File: config.mk
export PLATFORM = sky130hd
export DESIGN_NAME = lsu_rmw
export DESIGN_NICKNAME = d
export VERILOG_FILES = /design/src/rtl/lsu_rmw.sv
export SDC_FILE = /design/constraint.sdc
export NUM_CORES = 1
export LEC_CHECK = 0
export CAP_MARGIN = 20
export CORE_MARGIN = 3
export CORE_UTILIZATION = 43
export CTS_BUF_LIST = sky130_fd_sc_hd__clkbuf_4 sky130_fd_sc_hd__clkbuf_8 sky130_fd_sc_hd__clkbuf_16
export DETAILED_ROUTE_END_ITERATION = 7
export GPL_TIMING_DRIVEN = 0
export PLACE_DENSITY = 0.77
export SETUP_SLACK_MARGIN = 0.15
export SLEW_MARGIN = 20
export SYNTH_ARGS = -nofsm -noshare
export SYNTH_HDL_FRONTEND = slang
export SYNTH_SLANG_ARGS = --single-unit
File: constraint.sdc
create_clock -name clk -period 1.85 [get_ports clk]
set_input_delay 0.2775 -clock clk [delete_from_list [all_inputs] [get_ports clk]]
set_output_delay 0.2775 -clock clk [all_outputs]
set_load 0.01 [all_outputs]
File: src/rtl/lsu_rmw.sv
// Load/store unit in front of a word-only data memory.
// Turns RV32I loads and stores into single-word accesses. Sub-word stores are
// done as a read-modify-write. Load data is lane-extracted and then sign- or
// zero-extended. Requests that are misaligned, out of range or use an illegal
// funct3 are answered with an error and never reach the memory.
module lsu_rmw #(
    parameter int DMEM_WORDS = 256
) (
    input  logic        clk,
    input  logic        rst_n,
    input  logic        req_valid,
    input  logic        req_we,
    input  logic [2:0]  req_funct3,
    input  logic [31:0] req_addr,
    input  logic [31:0] req_wdata,
    output logic        req_ready,
    output logic        resp_done,
    output logic [31:0] resp_rdata,
    output logic        resp_err,
    output logic        dmem_MemRead,
    output logic        dmem_MemWrite,
    output logic [31:0] dmem_addr,
    output logic [31:0] dmem_WriteData,
    input  logic [31:0] dmem_ReadData
);

    localparam logic [2:0] S_IDLE   = 3'd0;
    localparam logic [2:0] S_LOAD   = 3'd1;
    localparam logic [2:0] S_RMW_RD = 3'd2;
    localparam logic [2:0] S_WRITE  = 3'd3;
    localparam logic [2:0] S_RESP   = 3'd4;

    logic [2:0]  state_reg;
    logic [2:0]  funct3_reg;
    logic [31:0] addr_reg;
    // Only the low half of the store data is ever merged. A full-word store
    // loads the merge register directly at accept.
    logic [15:0] wdata_reg;
    logic [31:0] merge_reg;
    logic [31:0] rdata_reg;
    logic        err_reg;

    logic        req_fault;
    logic        f3_legal;
    logic [7:0]  ld_byte;
    logic [15:0] ld_half;
    logic [31:0] ld_result;
    logic [31:0] merge_word;

    // Classify the incoming request. The funct3 must be legal, the address
    // must be aligned to the access size, and the word index must be in range.
    always_comb begin
        f3_legal = 1'b0;
        if (req_we) begin
            f3_legal = (req_funct3 == 3'b000) || (req_funct3 == 3'b001) || (req_funct3 == 3'b010);
        end else begin
            f3_legal = (req_funct3 == 3'b000) || (req_funct3 == 3'b001) || (req_funct3 == 3'b010) ||
                       (req_funct3 == 3'b100) || (req_funct3 == 3'b101);
        end
        req_fault = !f3_legal
                 || ((req_funct3[1:0] == 2'b01) && req_addr[0])
                 || ((req_funct3[1:0] == 2'b10) && (req_addr[1:0] != 2'b00))
                 || (req_addr[31:2] >= 30'(DMEM_WORDS));
    end

    // Pick the addressed lane out of the memory word and extend it to 32 bits.
    always_comb begin
        ld_byte = dmem_ReadData[{addr_reg[1:0], 3'b000} +: 8];
        ld_half = addr_reg[1] ? dmem_ReadData[31:16] : dmem_ReadData[15:0];
        case (funct3_reg)
            3'b000:  ld_result = {{24{ld_byte[7]}}, ld_byte};
            3'b001:  ld_result = {{16{ld_half[15]}}, ld_half};
            3'b100:  ld_result = {24'd0, ld_byte};
            3'b101:  ld_result = {16'd0, ld_half};
            default: ld_result = dmem_ReadData;
        endcase
    end

    // Build the merged word one byte lane at a time. A lane takes the new
    // store data when the access covers it; otherwise it keeps the old byte.
    generate
        for (genvar gi = 0; gi < 4; gi++) begin : g_lane
            logic lane_hit;
            logic [7:0] lane_src;
            assign lane_hit = (funct3_reg[1:0] == 2'b00) ? (addr_reg[1:0] == 2'(gi))
                                                         : (addr_reg[1] == 1'(gi / 2));
            assign lane_src = (funct3_reg[1:0] == 2'b00) ? wdata_reg[7:0]
                                                         : wdata_reg[8 * (gi % 2) +: 8];
            assign merge_word[8 * gi +: 8] = lane_hit ? lane_src : dmem_ReadData[8 * gi +: 8];
        end
    endgenerate

    // Request sequencing: accept, access the memory, then give one response cycle.
    always_ff @(posedge clk or negedge rst_n) begin
        if (!rst_n) begin
            state_reg  <= S_IDLE;
            funct3_reg <= 3'd0;
            addr_reg   <= 32'd0;
            wdata_reg  <= 16'd0;
            merge_reg  <= 32'd0;
            rdata_reg  <= 32'd0;
            err_reg    <= 1'b0;
        end else begin
            case (state_reg)
                S_IDLE: begin
                    if (req_valid) begin
                        funct3_reg <= req_funct3;
                        addr_reg   <= req_addr;
                        wdata_reg  <= req_wdata[15:0];
                        if (req_fault) begin
                            rdata_reg <= 32'd0;
                            err_reg   <= 1'b1;
                            state_reg <= S_RESP;
                        end else if (!req_we) begin
                            state_reg <= S_LOAD;
                        end else if (req_funct3 == 3'b010) begin
                            merge_reg <= req_wdata;
                            state_reg <= S_WRITE;
                        end else begin
                            state_reg <= S_RMW_RD;
                        end
                    end
                end
                S_LOAD: begin
                    rdata_reg <= ld_result;
                    err_reg   <= 1'b0;
                    state_reg <= S_RESP;
                end
                S_RMW_RD: begin
                    merge_reg <= merge_word;
                    state_reg <= S_WRITE;
                end
                S_WRITE: begin
                    rdata_reg <= 32'd0;
                    err_reg   <= 1'b0;
                    state_reg <= S_RESP;
                end
                S_RESP:  state_reg <= S_IDLE;
                default: state_reg <= S_IDLE;
            endcase
        end
    end

    // Strobes come from the state alone, so an asynchronous reset drops them at once.
    assign req_ready      = (state_reg == S_IDLE);
    assign resp_done      = (state_reg == S_RESP);
    assign dmem_MemRead   = (state_reg == S_LOAD) || (state_reg == S_RMW_RD);
    assign dmem_MemWrite  = (state_reg == S_WRITE);
    assign dmem_addr      = {addr_reg[31:2], 2'b00};
    assign dmem_WriteData = merge_reg;
    assign resp_rdata     = rdata_reg;
    assign resp_err       = err_reg;

endmodule

==> flow_summary.ini <==
[cts]
cts_max_level = 4
cts_buffer_depth = 2
cts-root-buf = clkbuf_16
clock-sinks = 119
path_clk_slew_ns = 0.06
cts_tree = built
cts_buffers = 17
worst_skew_pair.late_latency_ns = 0.43

[synth]
yosysSeqAreaShare = 0.445
synth_ff_type = dfrtp_1
synth_cell_types = 52
syn_avg_cell_area_um2 = 10.3
syn_area_um2 = 6700
synth_edf_count = 0
yosys_warnings = 0
async_flop_share = 1.00
synthCells = 652
synth_seq_cells = 119

[worst_setup_path]
crit_type = reg -> out
critPathMaxFanout = 5
crit_top_cell = buf_6
critPathSlowestCell = or3_4
timing.critical_path.to_type = output pin
critical_path.cell_chain = buf_6 > or3_4 > buf_8 > clkbuf_16 > nand2_4 > buf_6
slowest_delay_ns = 0.44
worst_setup_path_start_kind = register
cp.arrival_ns = 1.83
timing.critical_path.required_ns = 1.57

[sta]
fin_worst_skew_ns = 0.00932
worstMarginPinSlew_ns = 0.920
drv_slew = 0
maxSlewHeadroom = 0.387
tns_ns = -6.80
finalCritPeriodShare = 1.14
rsz0062_at_grt = true
finalHoldViolations = 0
max_freq_mhz = 474
whs_ns = 0.348
min_period_ns = 2.11
setup_ws_ns = -0.260
setup_violations = 94

[power]
finalPower_mw = 8.38
power.share.switching = 0.289
power_density_nw_per_um2 = 703
ir_drop_mv = 0.707
net-switching-power_mw = 2.42
p_comb_frac = 0.274
p_leak_nw = 4.98
internal_power_mw = 5.96
p_clk_frac = 0.376
p_seq_frac = 0.350

[place]
numPortBuffers = 201
dpl-instance-area_um2 = 8990
dp_slack_ns = -0.885
gp_congestion = 0.921
numPlacedInstances = 1039
hpwl_um = 17400

[routing]
drt-total-wl_um = 29900
vias_per_cell = 6.67
post_drt_wl_per_cell_um = 26.7
ant_nets = 0
firstDrtPassIters = 6
drc = 0
first_iter_violations = 760
num_vias = 7486

[finish]
final_layout_size_suffix_gt1_frac = 0.407
final_util = 0.802
nNetsFinal = 1028
instances_no_fill = 1122
areaGrowthSynthToFinish_pct = 78.0
final_area_um2 = 11900
diodes = 0
fillers = 798

[global_route]
grt_first_pass_wirelength_um = 41500
grt_overflow = 0
grt_max_degree = 75
grt_pass1_vias = 7278
grt.total_usage = 0.321
antenna_found_initial = 1

[floorplan]
rows = 44
dieArea_um2 = 17100
dieHeight_um = 131
core_um2 = 14900
start_util = 0.451
die_w_um = 131
ios = 204

[status]
failed_checks = setup timing
status = finished with violations

[hold_path]
min_path_type = in -> async

[run]
drv_cap = 0
==> repair_timing <==
item / in CTS / in global routing
endpoints found under the hold margin: 45 / 0
pin swaps: 83 / 83
gates cloned: 12 / 2
resized for setup: 285 / 180
endpoints found under the setup margin: 127 / 152
setup buffers: 24 / 13
hold buffers: 1 / 0
==> per-layer routing <==
metal  global-route usage  part of all wire
met1                0.412              0.36
met2                0.498              0.46
met3                0.116              0.13
met4                0.123             0.052
met5                    0           0.00043
==> worst max-delay path: cells and delay by family (launching register included) <==
family | cells | cell delay, ns
flip-flops | 1 | 0.39
buffers and inverters | 4 | 0.53
AND/OR/NAND/NOR | 2 | 0.49
==> cells in the final DEF (no fill, tap or decap), types with 18 or more instances in the layout <==
cell type        netlist  routed
nand4_1               33      33
o211ai_1              23      23
mux2_4                 0      47
clkbuf_4               0      18
nand2_1               63      58
clkdlybuf4s50_1        0     156
clkbuf_16              0      21
buf_4                 37      57
a31oi_1               33      33
dlymetal6s2s_1         0      35
o31ai_4                0      26
o221ai_2              10      18
buf_6                  2      27
dfrtp_1              119     117
==> final timing paths <==
path | startpoint | end | depth (start not counted) | slack, ns
hold / removal | rst_n | addr_reg[4] | 2 | 0.35
setup reg to reg | state_reg[0] | dmem_WriteData[17] | 5 | -0.19
min in group clk | req_funct3[2] | funct3_reg[2] | 3 | 0.38
hold reg to reg | addr_reg[11] | addr_reg[11] | 1 | 0.51
max in group asynchronous | rst_n | state_reg[1] | 3 | 0.73
setup / recovery | state_reg[0] | dmem_MemRead | 6 | -0.26
==> power groups by stage <==
stage          Combinational [mW]  Clock [mW]  Sequential, mW
6_report                     2.30        3.15            2.93
5_1_grt                      2.39        3.28            2.94
4_1_cts                      2.00        3.12            2.90
3_5_place_dp                 1.54           0            2.93
3_3_place_gp                 1.52           0            2.93
2_1_floorplan               0.832           0            2.88
==> cell families (layout without fill, tap and decap cells) <==
group	after synthesis	in the layout	share of synthesized area
AO/OA/AOI/OAI	207	207	0.240
AND/OR/NAND/NOR	164	164	0.131
flip-flops	119	119	0.445
buffers and inverters	103	388	0.0852
multiplexers	58	58	0.0990
other	1	2	0.000560
==> synthesized netlist by cell type (16+ instances only) <==
cell	number	share of area
a211oi_1	18	0.020
a31oi_1	33	0.031
and3_1	19	0.018
buf_4	37	0.041
clkbuf_1	46	0.026
dfrtp_1	119	0.44
mux2_1	44	0.074
nand2_1	63	0.035
nand4_1	33	0.031
o211ai_1	23	0.026
o21ai_0	21	0.016
o31ai_1	32	0.036
o32ai_1	16	0.021
==> layout make-up <==
class / instances / area (um2) / share of cell area
Multi-Input combinational cell: 431 / 4420 / 0.371
Sequential cell: 119 / 2980 / 0.250
Timing Repair Buffer: 253 / 2810 / 0.236
Buffer: 98 / 896 / 0.0752
Clock buffer: 30 / 548 / 0.0460
Tap cell: 184 / 230 / 0.0193
Inverter: 5 / 20.0 / 0.00168
Clock inverter: 2 / 12.5 / 0.00105
(Power assumes the default switching activity.)
